--- config.mk ---
export PLATFORM = sky130hd
export DESIGN_NAME = serial_rx_deframer
export DESIGN_NICKNAME = d
export VERILOG_FILES = /design/src/rtl/serial_rx_pkg.sv /design/src/rtl/rx_sync.sv /design/src/rtl/serial_rx_deframer.sv
export SDC_FILE = /design/constraint.sdc
export NUM_CORES = 1
export LEC_CHECK = 0
export ABC_CLOCK_PERIOD_IN_PS = 1820
export CAP_MARGIN = 10
export CORE_MARGIN = 1.5
export CORE_UTILIZATION = 55
export DETAILED_ROUTE_END_ITERATION = 10
export DONT_BUFFER_PORTS = 1
export PLACE_DENSITY = 0.7
export SYNTH_ARGS = -nofsm -noshare
export SYNTH_HDL_FRONTEND = slang
export SYNTH_SLANG_ARGS = --single-unit
--- constraint.sdc ---
create_clock -name clk -period 1.82 [get_ports clk]
set_input_delay 0 -clock clk [delete_from_list [all_inputs] [get_ports clk]]
set_output_delay 0 -clock clk [all_outputs]
set_load 0.01 [all_outputs]
--- src/rtl/serial_rx_pkg.sv ---
// Shared types and constants for the UART receive deframer.
package serial_rx_pkg;

    typedef enum logic [2:0] {
        IDLE,
        START,
        DATA,
        PARITY,
        STOP,
        WAIT_HIGH
    } rx_state_t;

    localparam logic RX_IDLE_LEVEL = 1'b1;

    function automatic int bit_cnt_w(input int data_bits);
        return $clog2(data_bits + 1);
    endfunction

endpackage

--- src/rtl/rx_sync.sv ---
// Multi-flop synchroniser for the raw serial line; resets to the idle level.
module rx_sync
    import serial_rx_pkg::*;
#(
    parameter int SYNC_STAGES = 2
) (
    input  logic clk,
    input  logic reset,
    input  logic d,
    output logic q
);

    logic [SYNC_STAGES-1:0] sync_q;

    always_ff @(posedge clk or negedge reset) begin
        if (!reset) begin
            sync_q <= {SYNC_STAGES{RX_IDLE_LEVEL}};
        end else begin
            sync_q <= {sync_q[SYNC_STAGES-2:0], d};
        end
    end

    assign q = sync_q[SYNC_STAGES-1];

endmodule

--- src/rtl/serial_rx_deframer.sv ---
// UART receive framing controller: start detect, data shift, stop check.
// Build option SERIAL_RX_PARITY_EN adds an even-parity bit and parity_err output.
module serial_rx_deframer
    import serial_rx_pkg::*;
#(
    parameter int DATA_BITS   = 8,
    parameter int SYNC_STAGES = 2
) (
    input  logic                 clk,
    input  logic                 reset,
    input  logic                 rx,
    input  logic                 sr_clk,
    output logic                 bsc_en,
    output logic [DATA_BITS-1:0] data_out,
    output logic                 data_valid,
    output logic                 framing_err,
`ifdef SERIAL_RX_PARITY_EN
    output logic                 parity_err,
`endif
    output logic                 busy
);

    localparam int CNT_W = bit_cnt_w(DATA_BITS);
    localparam logic [CNT_W-1:0] LAST_BIT = CNT_W'(DATA_BITS - 1);

    logic                 rx_s;
    rx_state_t            state, state_nxt;
    logic                 bsc_en_nxt;
    logic [DATA_BITS-1:0] shreg;
    logic [CNT_W-1:0]     bit_cnt;
    logic                 cnt_clr, shift_en, load_out, ferr_set;
`ifdef SERIAL_RX_PARITY_EN
    logic                 par_chk, par_bad;
`endif

    rx_sync #(.SYNC_STAGES(SYNC_STAGES)) u_rx_sync (
        .clk   (clk),
        .reset (reset),
        .d     (rx),
        .q     (rx_s)
    );

    always_ff @(posedge clk or negedge reset) begin
        if (!reset) begin
            state  <= IDLE;
            bsc_en <= 1'b0;
        end else begin
            state  <= state_nxt;
            bsc_en <= bsc_en_nxt;
        end
    end

    always_comb begin
        state_nxt = state;
        cnt_clr   = 1'b0;
        shift_en  = 1'b0;
        load_out  = 1'b0;
        ferr_set  = 1'b0;
`ifdef SERIAL_RX_PARITY_EN
        par_chk   = 1'b0;
`endif
        case (state)
            IDLE: begin
                if (rx_s != RX_IDLE_LEVEL) state_nxt = START;
            end
            START: begin
                if (sr_clk) begin
                    if (rx_s == RX_IDLE_LEVEL) begin
                        state_nxt = IDLE;
                    end else begin
                        state_nxt = DATA;
                        cnt_clr   = 1'b1;
                    end
                end
            end
            DATA: begin
                if (sr_clk) begin
                    shift_en = 1'b1;
                    if (bit_cnt == LAST_BIT) begin
`ifdef SERIAL_RX_PARITY_EN
                        state_nxt = PARITY;
`else
                        state_nxt = STOP;
`endif
                    end
                end
            end
`ifdef SERIAL_RX_PARITY_EN
            PARITY: begin
                if (sr_clk) begin
                    par_chk   = 1'b1;
                    state_nxt = STOP;
                end
            end
`endif
            STOP: begin
                if (sr_clk) begin
                    if (rx_s == RX_IDLE_LEVEL) begin
                        load_out  = 1'b1;
                        state_nxt = IDLE;
                    end else begin
                        ferr_set  = 1'b1;
                        state_nxt = WAIT_HIGH;
                    end
                end
            end
            // A held-low line (break) must go high before a new frame can start.
            WAIT_HIGH: begin
                if (rx_s == RX_IDLE_LEVEL) state_nxt = IDLE;
            end
            default: state_nxt = IDLE;
        endcase
        bsc_en_nxt = (state_nxt == START) || (state_nxt == DATA) ||
                     (state_nxt == PARITY) || (state_nxt == STOP);
    end

    always_ff @(posedge clk or negedge reset) begin
        if (!reset) begin
            shreg       <= '0;
            bit_cnt     <= '0;
            data_out    <= '0;
            data_valid  <= 1'b0;
            framing_err <= 1'b0;
        end else begin
            data_valid  <= load_out;
            framing_err <= ferr_set;
            if (cnt_clr) begin
                bit_cnt <= '0;
            end else if (shift_en) begin
                bit_cnt <= bit_cnt + 1'b1;
            end
            // LSB arrives first, so shifting right leaves bit 0 at the bottom.
            if (shift_en) shreg <= {rx_s, shreg[DATA_BITS-1:1]};
            if (load_out) data_out <= shreg;
        end
    end

`ifdef SERIAL_RX_PARITY_EN
    always_ff @(posedge clk or negedge reset) begin
        if (!reset) begin
            par_bad    <= 1'b0;
            parity_err <= 1'b0;
        end else begin
            if (par_chk) par_bad <= rx_s ^ (^shreg);
            parity_err <= load_out & par_bad;
        end
    end
`endif

    assign busy = (state != IDLE);

endmodule

==> results list <==
- Dividing the detail-routed wire length by the instance count gives 14.81 um.
* Final number of hold-violating endpoints: 0
- Setup violations remaining at the end of the flow were counted as 0.
* Initial antenna violation count: 0
- Outcome: completed
- Most area-consuming cells after synthesis: sky130_fd_sc_hd__dfrtp_1, sky130_fd_sc_hd__mux2_2, sky130_fd_sc_hd__dfstp_2
- In this run the critical register-to-register path is launched from state[2].
- Minimum period implied by the final worst setup slack: 1.520 ns
* CP Buf/Inv Count: 0
- The finished cells cover 1277 um^2.
* Clock tree root driver cell: sky130_fd_sc_hd__clkbuf_4
- Top cells by instance count after synthesis: sky130_fd_sc_hd__dfrtp_1, sky130_fd_sc_hd__mux2_2, sky130_fd_sc_hd__inv_1
- Adding up every negative setup slack in the final design gives 0 ns.
* Wire length of the first global-routing pass: 3118 um
- The synthesized design contains 0 enable-type register cells.
* Worst reg-to-reg setup slack: 0.30 ns
- At the worst endpoint, the required time is 2.05 ns.
* Post-route clock skew: 0.009690 ns
- Average size of a mapped cell: 14.08 um^2
- Standard-cell row count: 16
* Headroom to the max-slew limit: 0.6513
- Via count: 644
- On the critical path, the stage with the largest delay is an instance of sky130_fd_sc_hd__and4bb_2.
- Synthesis produced a netlist whose cell count is 83.
- The critical path crosses 2 cells after its start point.
- On the worst path, the slowest cell contributes a delay of 0.55 ns.
- The mapped netlist covers 1169 um^2.
- Before antenna repair, the detailed router went through 4 iterations.
- Syn nets: 88
- Reg2Reg Depth: 2
- STA classifies the critical path endpoint as a register.
- Once layout is complete, the utilization of the core stands at 0.6446.
- The die covers 2410 um^2.
* Vias/cell: 5.600
* Core Box Area: 1982 um^2
- At the later pin of the worst-skew pair, clock insertion delay measures 0.33 ns.
* Antenna Diode Count: 0
* CP Data Arrival Time: 1.75 ns
- F_max: 657.8 MHz
- In the final design database the tool counted 94 nets.
- Worst ir drop on vdd: 0.6213 mV
- The worst setup path is launched from a register.
* Number of maximum-capacitance constraint violations: 0
* CP cell instances: and4bb_2 -> mux2_2
- CTS built an H-tree with a depth of 1.
* TritonCTS clock tree: yes
* Family with the most delay on the worst path: simple AND/OR/NAND/NOR gates
- The floorplan step set the die width to 49.10 um.
* Initial core utilization: 0.5896
- The longest clock path from root to sink contains 2 buffers.
- Post-route clock period utilization: 0.8353
* Aggregate routed wire length: 1703 um
- Detail Route Antenna Nets: 0
- Count of buffers from port buffering: 0
* Actual slew at the worst max-slew pin: 0.5187 ns
* Post-route DRC violation count: 0
- The detailed router finished its first iteration with 14 violations.
* Worst hold-check path type: in -> async
* Total cell area at the placement stage: 1175 um^2
* Lkg Pwr: 0.0006027 uW
* Final worst setup slack: 0.2997 ns
* Sequential fraction of the synthesis area: 0.6017
- In this run the critical register-to-register path is captured at shreg[0].
- Clock transition at the register clock pins on the worst setup and hold paths after CTS: 0.15 ns
* Pre-CTS setup slack: 0.2997 ns
- Global routing finished with a remaining overflow of 0.
* Synthesis-to-layout area growth: 9.315%
- For this run, the leading register cell type out of synthesis is sky130_fd_sc_hd__dfrtp_1.
- Unrepaired setup endpoints after global routing: false
- Cell with the most instances after synthesis: sky130_fd_sc_hd__dfrtp_1
- Area share of the leading cell type in the synthesized netlist: 0.5567
- In this run the count of I/O pins placed on the die edge is 16.
- For this run, the total global-route usage over all layers was measured as 0.1716.
* Startpoint-to-endpoint class of the critical path: reg -> reg
* Vias in the first global route: 666
- Largest net degree at the start of global routing: 29
* Layout cell share with drive strength beyond 1: 0.2841
* Clock Sinks: 28
* CTS Buf Count: 3
* Hpwl dp: 1175 um
- Register bit count reported by yosys: 28
* Dominant cell type by area after synthesis: sky130_fd_sc_hd__dfrtp_1
* Count of distinct cell types in the synthesized netlist: 30
- Counting flops with an async set or reset pin after synthesis yields a share of 1.000.
- In this run the worst path has a maximum fanout of 12.
- Areal power density over the cells: 1199 nW/um^2
- Warnings, synthesis: 0
- The count of pins over their slew limit is 0.
* Placer Congestion: 0.7561
* Die Y-Extent: 49.10 um
## layer usage
metal / up-vias / global-route usage / part of all wire
met3: 4 / 0.03988 / 0.038
met5: - / 0 / 0
li1: 312 / - / -
met1: 313 / 0.2361 / 0.47
met4: 0 / 0.08571 / 0.012
met2: 15 / 0.2545 / 0.48
## layout make-up
cell class / count / area (um^2)
fillers: 134 / 704.4
clock buffers: 3 / 22.52
repair buffers: 4 / 50.05
well taps: 27 / 33.78
inverters: 4 / 15.01
multi-input cells: 48 / 422.9
flip-flops and latches: 28 / 703.2
clock inverters: 1 / 30.03
## power by group
| part | total, uW | switching [uW] | internal, uW |
|---|---|---|---|
| sequential | 850 | 117 | 733 |
| combinational | 282 | 136 | 146 |
| clock | 401 | 178 | 223 |
## sequential cells by signal, indices dropped and copies added (netlist names)
signal	count
bsc_en	1
u_rx_sync.sync_q	2
state	3
shreg	8
data_valid	1
bit_cnt	4
data_out	8
framing_err	1
## through the flow
stage                     instances  total power [uW]  hold WS, ns
after CTS                       115              1552      0.06252
after floorplan                  83              1077      -0.2956
final                           115              1532      0.08318
after global placement          107              1109      -0.2950
after global routing            115              1623      0.08598
after detailed placement        107              1126      -0.2950
## placed cells by master (no fill, tap or decap), drive strengths merged, types with 2 or more instances in the layout
master and instances:
nand4 2, clkbuf 3, nand2 3, nor2 3
or3 2, mux2 16, dfstp 2, a31oi 2
nor3 2, dfrtp 26, mux2i 3, o21ai 2
dlygate4sd3 3, inv 4
## what timing repair did
action                                 in CTS  in global routing
hold buffers                                4                  0
endpoints found under the hold margin      39                  0
resized for setup                           0                  0
buffers inserted                            0                  0
## worst reg2reg max path, delay by kind of cell, from the launching register on
| family | cells | cell delay (ns) |
|---|---|---|
| flip-flops | 1 | 0.50 |
| multiplexers | 1 | 0.37 |
| AND/OR/NAND/NOR | 1 | 0.55 |
## cell families after synthesis
| group | after synthesis | synth area share |
|---|---|---|
| AO/OA/AOI/OAI | 10 | 0.06103 |
| XOR/XNOR | 1 | 0.007496 |
| adder cells (fa/ha/maj) | 1 | 0.01070 |
| buffers and inverters | 7 | 0.03639 |
| flip-flops | 28 | 0.6017 |
| multiplexers | 19 | 0.1799 |
| AND/OR/NAND/NOR | 17 | 0.1028 |
## how the worst max path moves through the flow
stage	endpoint	start	slack [ns]
floorplan	shreg[0]	state[2]	0.41
global placement	shreg[1]	state[0]	0.33
detailed placement	shreg[2]	state[2]	0.30
CTS	shreg[0]	state[2]	0.29
global route	bit_cnt[2]	state[2]	0.22
finish	shreg[0]	state[2]	0.30
Note: power is estimated with default switching activity, not from simulation.
